--- src/rtl/tdc_meas_ctrl.sv ---
// Single-shot TDC measurement sequencer: arms start/stop filters in turn, counts coarse cycles,
// merges fine bin codes into a signed interval and holds it behind a valid/ready handshake.
module tdc_meas_ctrl #(
  parameter int unsigned COARSE_W     = 16,
  parameter int unsigned FINE_W       = 8,
  parameter int unsigned BINS_PER_CLK = 200,
  parameter int unsigned TIMEOUT_CYC  = 1000
) (
  input  logic                         clk,
  input  logic                         reset,
  input  logic                         arm,
  input  logic                         abort,
  input  logic                         auto_rearm,
  input  logic                         start_evt,
  input  logic [FINE_W-1:0]            start_fine,
  input  logic                         stop_evt,
  input  logic [FINE_W-1:0]            stop_fine,
  output logic                         en_start,
  output logic                         en_stop,
  output logic                         busy,
  output logic                         res_valid,
  input  logic                         res_ready,
  output logic [COARSE_W+FINE_W+1:0]   res_interval,
  output logic [COARSE_W-1:0]          res_coarse,
  output logic                         res_timeout,
  output logic [7:0]                   missed_cnt
);

  localparam int unsigned IW = COARSE_W + FINE_W + 2;

  typedef enum logic [1:0] {StIdle, StArmed, StRunning, StDone} state_e;

  state_e              state_q, state_d;
  logic [COARSE_W-1:0] cnt_q, cnt_d;
  logic [FINE_W-1:0]   start_fine_q, start_fine_d;
  logic                capture, timeout_hit;
  logic [IW-1:0]       interval_calc;

  logic                en_start_q, en_stop_q, busy_q, res_valid_q, res_timeout_q;
  logic [IW-1:0]       res_interval_q;
  logic [COARSE_W-1:0] res_coarse_q;
  logic [7:0]          missed_q;

  // Two's complement wrap at full output width gives the signed result directly.
  assign interval_calc = IW'(cnt_q) * IW'(BINS_PER_CLK) + IW'(start_fine_q) - IW'(stop_fine);

  always_comb begin
    state_d      = state_q;
    cnt_d        = cnt_q;
    start_fine_d = start_fine_q;
    capture      = 1'b0;
    timeout_hit  = 1'b0;
    if (abort) begin
      state_d = StIdle;
    end else begin
      unique case (state_q)
        StIdle: begin
          if (arm) state_d = StArmed;
        end
        StArmed: begin
          if (start_evt) begin
            start_fine_d = start_fine;
            // Counter holds cycles elapsed since the start edge, so the first RUNNING cycle is 1.
            cnt_d        = COARSE_W'(1);
            state_d      = StRunning;
          end
        end
        StRunning: begin
          cnt_d = cnt_q + COARSE_W'(1);
          if (stop_evt) begin
            capture = 1'b1;
            state_d = StDone;
          end else if (cnt_q == COARSE_W'(TIMEOUT_CYC)) begin
            capture     = 1'b1;
            timeout_hit = 1'b1;
            state_d     = StDone;
          end
        end
        StDone: begin
          if (res_ready) state_d = auto_rearm ? StArmed : StIdle;
        end
        default: state_d = StIdle;
      endcase
    end
  end

  always_ff @(posedge clk or posedge reset) begin
    if (reset) begin
      state_q        <= StIdle;
      cnt_q          <= '0;
      start_fine_q   <= '0;
      en_start_q     <= 1'b0;
      en_stop_q      <= 1'b0;
      busy_q         <= 1'b0;
      res_valid_q    <= 1'b0;
      res_interval_q <= '0;
      res_coarse_q   <= '0;
      res_timeout_q  <= 1'b0;
      missed_q       <= '0;
    end else begin
      state_q      <= state_d;
      cnt_q        <= cnt_d;
      start_fine_q <= start_fine_d;
      en_start_q   <= (state_d == StArmed);
      en_stop_q    <= (state_d == StRunning);
      busy_q       <= (state_d == StArmed) || (state_d == StRunning);
      res_valid_q  <= (state_d == StDone);
      if (capture) begin
        res_coarse_q   <= cnt_q;
        res_interval_q <= timeout_hit ? '0 : interval_calc;
        res_timeout_q  <= timeout_hit;
      end
      if (!abort && state_q == StDone && (start_evt || stop_evt) && missed_q != 8'hff) begin
        missed_q <= missed_q + 8'd1;
      end
    end
  end

  assign en_start     = en_start_q;
  assign en_stop      = en_stop_q;
  assign busy         = busy_q;
  assign res_valid    = res_valid_q;
  assign res_interval = res_interval_q;
  assign res_coarse   = res_coarse_q;
  assign res_timeout  = res_timeout_q;
  assign missed_cnt   = missed_q;

endmodule

--- config.mk ---
export PLATFORM = sky130hd
export DESIGN_NAME = tdc_meas_ctrl
export DESIGN_NICKNAME = d
export VERILOG_FILES = /design/src/rtl/tdc_meas_ctrl.sv
export SDC_FILE = /design/constraint.sdc
export NUM_CORES = 1
export LEC_CHECK = 0
export BUFFER_PORTS_ARGS = -buffer_cell sky130_fd_sc_hd__buf_2
export CORE_MARGIN = 5
export CORE_UTILIZATION = 40
export CTS_CLUSTER_SIZE = 10
export DETAILED_ROUTE_END_ITERATION = 6
export PLACE_DENSITY = 0.57
export SLEW_MARGIN = 15
export SYNTH_ARGS = -nofsm -noshare
export SYNTH_HDL_FRONTEND = slang
export SYNTH_SLANG_ARGS = --single-unit
--- constraint.sdc ---
create_clock -name clk -period 5.5 [get_ports clk]
set_clock_uncertainty 0.1 [all_clocks]
set_input_delay 0.275 -clock clk [delete_from_list [all_inputs] [get_ports clk]]
set_output_delay 0.275 -clock clk [all_outputs]
set_load 0.02 [all_outputs]
==> impl_metrics.ini, run 1 <==
[run_status]
run_status = complete, no violations

[cells_and_area]
fin_area_um2 = 7350
drive_gt1_share_pct = 17.3
nFillCells = 1492
diodes = 0
syn_to_final_growth_pct = 15.7
nNetsFinal = 903

[worst_setup_path]
end_kind = register
crit_fanout = 5
cp_data_required_time_ns = 5.63
crit_type = reg2reg
crit_chain = inv_1 > ha_1 > inv_1 > ha_1 > fa_1 > ha_1 > nor2b_1 > o2111ai_2 > nand3_1 > o21a_1 > xnor2_1 > inv_1 > ha_1 > a41o_1 > a221o_1 > a31oi_2 > a21oi_2 > a41oi_2 > a21o_2 > a221o_1 > a31oi_1 > a22o_1
cp_slowest_cell = fa_1
critPathBufInv = 3
slowest_delay_ns = 0.46
start_kind = register
critPathTopFamily = compound AO/OA/AOI/OAI gates
crit_top_cell = ha_1
ff2ff_path_depth = 22
crit_cells = 22
crit_arrival_ns = 5.29

[yosys]
synth_area_per_cell_um2 = 9.23
synthesis.nets = 822
syn-instance-count = 688
synth.distinct_cells = 64
ys.warnings.count = 0
ys_seq_elements = 81
yosysTopAreaCellShare_pct = 31.9
synth-edff-count = 0
synth_top_area_cell = dfrtp_1
async_flop_share_pct = 100
synth_top_flop_cell = dfrtp_1
ys_seq_area_share_pct = 31.9
synth_area_leaders = dfrtp_1 32%, ha_1 18%, inv_1 6.2%
syn_area_um2 = 6350

[timing]
hold_ws_ns = 0.0137
maxSlewViolCount = 0
setup_viol = 0
final.setup.tns_ns = 0
fin_crit_sh_pct = 93.8
tightest_slew_ns = 0.998
fin_ws_ns = 0.342
fin_crit_ns = 5.16
fmaxAchievable_mhz = 194
hold_viol = 0
relSlewSlack_pct = 32.6

[drt]
route.detailed.drc = 0
totalWireLength_um = 14300
vias = 4901
wl_per_cell_um = 14.4
drt.antenna.violating_nets = 0
firstDrtPassIters = 4
post_drt_via_cell_ratio = 4.95
initialDrtViolationCount = 301

[worst_hold_path]
hp-class = in2async

[floorplanning]
start_util_pct = 40.4
coreArea_um2 = 15700
pin_count = 79
row_count = 46
dieWidth_um = 136
dieArea_um2 = 18500
die_h_um = 136

[global_routing]
grt_max_degree = 82
overflow = 0
grt_pass1_vias = 4948
grt_pass1_wl_um = 24000
track_usage_pct = 15.9
antenna_found_initial = 0

[power]
p_leak_uw = 0.00381
p_per_area_nw_per_um2 = 517
ir_drop_uv = 219

[placed_design]
pre_cts_slack_ns = 0.155
place_area_um2 = 6980
portBuffers = 78
gp_congestion = 0.878
hpwl_um = 11100

[flow_run]
drv_cap = 0

[clock_tree]
cts.sinks = 81
clk_latency_ns = 0.35
clk_pin_slew_ns = 0.07
cts-root-buf = clkbuf_16
cts_buffer_depth = 2
cts_buffers = 9
h-tree-depth = 3
cts_tree = done
## tightest hold or removal path, cell delays in order
cell and delay [ns]:
buf_2 0.10, clkinv_2 0.04, buf_6 0.56
## synthesized netlist by cell type (8+ instances only)
library cell  count
inv_1           105
ha_1             93
dfrtp_1          81
nand2_1          57
o21ai_0          55
a21oi_1          34
nor2_1           30
xnor2_1          28
fa_1             17
mux2_2           12
nand3_1          12
xor2_1           12
clkbuf_1         10
nand2b_1          8
## where the power goes
group,switching (uW),internal [uW],leakage [uW],total [uW]
Combinational,1300,928,0.00258,2220
Clock,274,407,0.000163,681
Sequential,108,782,0.00107,890
## routing by layer
layer  track usage [%]  part of all wire (%)
met4              3.92                  0.95
met3              3.55                   3.7
met2              26.3                    48
met1              21.3                    47
met5                 0                     0
## stage by stage
| step | util, % | total power, uW | std cells |
|---|---|---|---|
| final | 46.8 | 3790 | 990 |
| after detailed placement | 44.4 | 3120 | 972 |
| after floorplan | - | 2610 | 688 |
| after global placement | 44.4 | 3090 | 972 |
| after CTS | 46.6 | 3840 | 988 |
| after global routing | 46.8 | 4140 | 990 |
## state kept, by name (all words and copies together) (netlist names)
signal        cells
missed_cnt        8
res_coarse       16
start_fine_q      8
res_timeout       1
res_interval     26
res_valid         1
en_start          1
state_q           2
cnt_q            16
busy              1
en_stop           1
## path summary, 6_finish.rpt
path                                 startpoint                to  slack [ns]
worst max-delay path                   cnt_q[2]  res_interval[23]        0.34
worst min-delay path                      reset     res_coarse[0]        0.01
worst max register to register         cnt_q[2]  res_interval[23]        0.34
worst min register to register  res_interval[6]   res_interval[6]        0.37
max in group asynchronous                 reset          cnt_q[5]        4.75
min in group clk                  start_fine[0]   start_fine_q[0]        0.06
## final cells by class
type,count,area [um^2],share of cell area (%)
clock buffers,9,225,3.07
repair buffers,82,424,5.77
inverters,106,399,5.43
multi-input cells,489,3890,53.0
flip-flops and latches,81,2030,27.6
clock inverters,7,106,1.45
well taps,216,270,3.68
## what timing repair did
item / CTS / global route
hold buffers: 0 / 0
buffers inserted: 0 / 2
setup endpoints to repair: 0 / 7
gates resized for setup: 0 / 4
## placed cells by master, fill, tap and decap left out, drive strengths merged, types with 3 or more instances in the layout
master,n
a22o,4
a211oi,8
nor3b,3
mux2,12
xor2,12
nand3,12
o21bai,6
nor3,6
and3,8
a21oi,35
a221o,3
nor2b,7
dfrtp,81
nand2b,8
fa,17
a21o,10
o31ai,4
clkbuf,9
o21ai,62
ha,93
nand3b,3
xnor2,29
nand4,7
inv,109
nor2,30
a31oi,7
o21a,3
nand2,57
or3,5
o211ai,4
buf,82
and2,5
## cells by family after synthesis
family	count (synthesis)	share of synthesized area (%)
simple gates	159	12.2
flops	81	31.9
fa+ha+maj	110	23.7
compound gates	165	16.9
xor+xnor	41	5.77
mux	14	2.44
buf+inv	118	7.11
Power figures use the tool's default switching activity.
==> run 2, diff against run 1 <==
--- a/config.mk
+++ b/config.mk
@@ -10,7 +10,9 @@
 export CORE_UTILIZATION = 40
 export CTS_CLUSTER_SIZE = 10
 export DETAILED_ROUTE_END_ITERATION = 6
+export HOLD_SLACK_MARGIN = 0.03
 export PLACE_DENSITY = 0.57
+export REMOVE_ABC_BUFFERS = 1
 export SLEW_MARGIN = 15
 export SYNTH_ARGS = -nofsm -noshare
 export SYNTH_HDL_FRONTEND = slang
==> impl_metrics.ini, run 2 (synthesis results as in run 1) <==
[global_routing]
overflow = 0
grt_pass1_vias = 5087
antenna_found_initial = 0
grt_pass1_wl_um = 23900
grt_max_degree = 82
track_usage_pct = 16.0

[drt]
post_drt_via_cell_ratio = 4.92
drt.antenna.violating_nets = 0
initialDrtViolationCount = 216
vias = 4875
totalWireLength_um = 14200
wl_per_cell_um = 14.4
firstDrtPassIters = 4
route.detailed.drc = 0

[placed_design]
portBuffers = 78
place_area_um2 = 6980
gp_congestion = 0.856
hpwl_um = 11100

[power]
p_per_area_nw_per_um2 = 514
p_leak_uw = 0.00381
ir_drop_uv = 227

[cells_and_area]
fin_area_um2 = 7330
area.sequential_um2 = 2030
nFillCells = 1556
diodes = 0
drive_gt1_share_pct = 17.8
nNetsFinal = 904
final_cell_mix = 104 x inv_1, 93 x ha_1, 79 x dfrtp_1
syn_to_final_growth_pct = 15.5
final_common_cell = inv_1
largest_reg_flops = 26
multiInputGateArea_um2 = 3900

[clock_tree]
clk_pin_slew_ns = 0.07
h-tree-depth = 3
cts_buffers = 9
cts_buffer_depth = 2
clk_latency_ns = 0.36
cts.sinks = 81
cts-root-buf = clkbuf_16
cts_tree = done

[floorplanning]
dieArea_um2 = 18500
dieWidth_um = 136
start_util_pct = 40.4
coreArea_um2 = 15700
pin_count = 79
row_count = 46
die_h_um = 136

[worst_setup_path]
start_kind = register
crit_fanout = 7
critPathTopFamily = compound AO/OA/AOI/OAI gates
critPathBufInv = 4
crit_type = reg2reg
cp_slowest_cell = fa_1
crit_chain = ha_1 > inv_1 > ha_1 > inv_1 > fa_1 > inv_1 > ha_1 > and2_1 > o21ai_2 > nand3_2 > o21a_1 > xnor2_1 > inv_1 > ha_1 > a41o_1 > a221o_1 > a31oi_2 > a21oi_2 > a41oi_2 > a21o_2 > a221o_1 > a31oi_1 > a22o_1
crit_arrival_ns = 5.29
slowest_delay_ns = 0.49
cp_data_required_time_ns = 5.64
end_kind = register

[timing]
hold_viol = 0
maxSlewViolCount = 0
grt_setup_unrepaired = no
tightest_slew_ns = 1.07
relSlewSlack_pct = 27.4
final.setup.tns_ns = 0
fmaxAchievable_mhz = 194
setup_viol = 0
fin_crit_ns = 5.15
fin_crit_sh_pct = 93.7

[run_status]
run_status = complete, no violations

[worst_hold_path]
hp-class = in2async

[flow_run]
drv_cap = 0
[run 2: power by group]
group / switching (uW) / internal, uW
sequential: 106 / 782
clock: 261 / 356
combinational: 1310 / 952
[run 2: stage by stage]
| step | setup slack (ns) | util, % | hold WS, ns | total power, uW | instances |
|---|---|---|---|---|---|
| floorplan | 0.559 | - | 0.326 | 2600 | 676 |
| global placement | 0.311 | 44.4 | 0.359 | 3080 | 972 |
| detailed placement | 0.129 | 44.4 | 0.365 | 3130 | 972 |
| CTS | 0.0941 | 46.4 | 0.0347 | 3780 | 988 |
| global route | 0.0232 | 46.7 | 0.0484 | 4120 | 991 |
| finish | 0.349 | 46.7 | 0.0299 | 3770 | 991 |
[run 2: per-layer routing]
layer	part of all wire [%]	global-route usage, %
met1	48	20.9
met2	47	26.3
met3	3.1	2.78
met4	2.2	6.61
met5	0	0
[run 2: worst reg2reg max path, stage by stage, from the launching register on]
cell     delay [ns]
dfrtp_2        0.46
ha_1           0.29
inv_1          0.04
ha_1           0.26
inv_1          0.05
fa_1           0.49
inv_1          0.04
ha_1           0.37
and2_1         0.20
o21ai_2        0.18
nand3_2        0.13
o21a_1         0.14
xnor2_1        0.18
inv_1          0.07
ha_1           0.36
a41o_1         0.28
a221o_1        0.38
a31oi_2        0.16
a21oi_2        0.08
a41oi_2        0.22
a21o_2         0.18
a221o_1        0.14
a31oi_1        0.04
a22o_1         0.20
[run 2: final timing paths]
path	from	to	slack, ns	depth (start not counted)
max	cnt_q[5]	res_interval[23]	0.35	23
min	reset	res_coarse[0]	0.03	3
max reg2reg	cnt_q[5]	res_interval[23]	0.35	23
min reg2reg	res_interval[17]	res_interval[17]	0.37	2
max in group asynchronous	reset	cnt_q[3]	4.74	3
min in group clk	start_fine[2]	start_fine_q[2]	0.04	2
[run 2: final cells by class]
type | instances | share of cell area [%]
Sequential cell | 81 | 27.7
Clock buffer | 9 | 3.07
Clock inverter | 7 | 1.06
Inverter | 106 | 5.44
Timing Repair Buffer | 83 | 5.89
Tap cell | 216 | 3.68
Multi-Input combinational cell | 489 | 53.2
[run 2: repair_timing]
| action | in CTS | in global routing |
|---|---|---|
| endpoints found under the setup margin | 0 | 7 |
| setup buffers | 0 | 3 |
| gates resized for setup | 0 | 7 |
| hold buffers | 0 | 0 |
==> run 3, diff against run 2 <==
--- a/config.mk
+++ b/config.mk
@@ -10,8 +10,9 @@
 export CORE_UTILIZATION = 40
 export CTS_CLUSTER_SIZE = 10
 export DETAILED_ROUTE_END_ITERATION = 6
+export GPL_TIMING_DRIVEN = 0
 export HOLD_SLACK_MARGIN = 0.03
-export PLACE_DENSITY = 0.57
+export PLACE_DENSITY = 0.59
 export REMOVE_ABC_BUFFERS = 1
 export SLEW_MARGIN = 15
 export SYNTH_ARGS = -nofsm -noshare
==> constraint.sdc (replaced) <==
create_clock -name clk -period 4.32 [get_ports clk]
set_clock_uncertainty 0.1 [all_clocks]
set_input_delay 0.216 -clock clk [delete_from_list [all_inputs] [get_ports clk]]
set_output_delay 0.216 -clock clk [all_outputs]
set_load 0.02 [all_outputs]
==> impl_metrics.ini, run 3 (synthesis results as in run 1) <==
[run_status]
run_status = finished, violations left
violations = setup timing

[clock_tree]
clk_pin_slew_ns = 0.07
cts_buffer_depth = 2
cts-root-buf = clkbuf_16
cts_buffers = 9
cts.sinks = 81
h-tree-depth = 3
clk_latency_ns = 0.35
cts_tree = done

[cells_and_area]
multiInputGateArea_um2 = 4400
syn_to_final_growth_pct = 30.2
final_cell_mix = 88 x inv_1, 78 x buf_2, 77 x dfrtp_1
fin_area_um2 = 8270
nNetsFinal = 953
diodes = 0
area.sequential_um2 = 2030
nFillCells = 1414
final_cells = 1040
drive_gt1_share_pct = 31.1
largest_reg_flops = 26
final_common_cell = inv_1

[worst_setup_path]
cp_data_required_time_ns = 4.46
reg2reg_slack_ns = -0.57
crit_type = reg2reg
end_kind = register
crit_arrival_ns = 5.03
start_kind = register
cp_slowest_cell = fa_1
crit_fanout = 5
crit_top_cell = ha_4
slowest_delay_ns = 0.49
crit_chain = ha_4 > inv_4 > ha_4 > fa_1 > ha_4 > nor2b_4 > o2111ai_4 > nand3b_1 > xor2_2 > inv_2 > ha_4 > a41o_1 > a221o_1 > a31oi_2 > a21oi_2 > buf_4 > a21o_2 > a211o_1 > a32o_1

[global_routing]
antenna_found_initial = 0
track_usage_pct = 16.9
grt_pass1_wl_um = 25500
grt_pass1_vias = 5347
grt_max_degree = 51
overflow = 0

[timing]
grt_setup_unrepaired = yes
tightest_slew_ns = 1.04
relSlewSlack_pct = 29.8
final.setup.tns_ns = -3.26
fin_ws_ns = -0.566
fin_crit_sh_pct = 113
fin_crit_ns = 4.89
setup_viol = 9
hold_viol = 0
maxSlewViolCount = 0
fmaxAchievable_mhz = 205

[placed_design]
hpwl_um = 10700
gp_congestion = 0.847
placed_cells_incl_taps = 972
pre_cts_slack_ns = -1.11
place_area_um2 = 7020
portBuffers = 78

[power]
ir_drop_uv = 357
p_per_area_nw_per_um2 = 667
p_leak_uw = 0.00410
power_uw = 5520

[drt]
wl_per_cell_um = 14.9
totalWireLength_um = 15400
post_drt_via_cell_ratio = 5.00
drt.antenna.violating_nets = 0
route.detailed.drc = 0
firstDrtPassIters = 4
vias = 5198
initialDrtViolationCount = 282

[floorplanning]
die_h_um = 136
start_util_pct = 40.4
dieArea_um2 = 18500
coreArea_um2 = 15700
row_count = 46
pin_count = 79
dieWidth_um = 136

[flow_run]
drv_cap = 0

[worst_hold_path]
hp-class = in2reg
-- run 3: worst paths after layout --
path,start,end,cells past startpoint
max in group asynchronous,reset,cnt_q[6],4
worst min register to register,res_interval[13],res_interval[13],2
min in group asynchronous,reset,res_coarse[1],3
worst max register to register,cnt_q[3],res_interval[19],19
worst max-delay path,cnt_q[3],res_interval[19],19
worst min-delay path,stop_fine[0],res_interval[0],3
-- run 3: cell type report --
type / instances / area share [%]
multi-input cells: 489 / 53.2
flip-flops and latches: 81 / 24.6
repair buffers: 132 / 10.4
inverters: 106 / 4.87
well taps: 216 / 3.27
clock buffers: 9 / 2.72
clock inverters: 7 / 0.938
-- run 3: through the flow --
stage | hold WS (ns) | util (%)
floorplan | 0.267 | -
global placement | 0.348 | 44.3
detailed placement | 0.253 | 44.7
CTS | 0.0799 | 51.0
global route | 0.0941 | 52.6
finish | 0.0876 | 52.6
-- run 3: worst max-delay path: cells and delay by family, from the launching register on --
kind | cells | cell delay [ns]
adders and majority gates | 5 | 1.56
DFF | 1 | 0.47
AOI/OAI and AO/OA | 8 | 1.75
and+or+nand+nor | 2 | 0.38
xor gates and xnor gates | 1 | 0.26
buffers and inverters | 3 | 0.26
-- run 3: metal layers --
layer | share of wire [%] | GRT usage, % | routed length [um]
met2 | 49 | 28.6 | 7520
met4 | 2.0 | 5.82 | 310
met5 | 0 | 0 | 0
met1 | 46 | 21.6 | 7070
met3 | 3.6 | 3.44 | 554
-- run 3: repair_timing --
action	4_1_cts	5_1_grt
endpoints found under the hold margin	57	0
setup endpoints to repair	12	12
resized for setup	73	38
pin swaps	47	22
buffers inserted	34	9
hold buffers	9	0
-- run 3: where the power goes --
group          internal [uW]  switching [uW]
Sequential               997             136
Clock                    455             335
Combinational           1700            1900
Total                   3150            2370
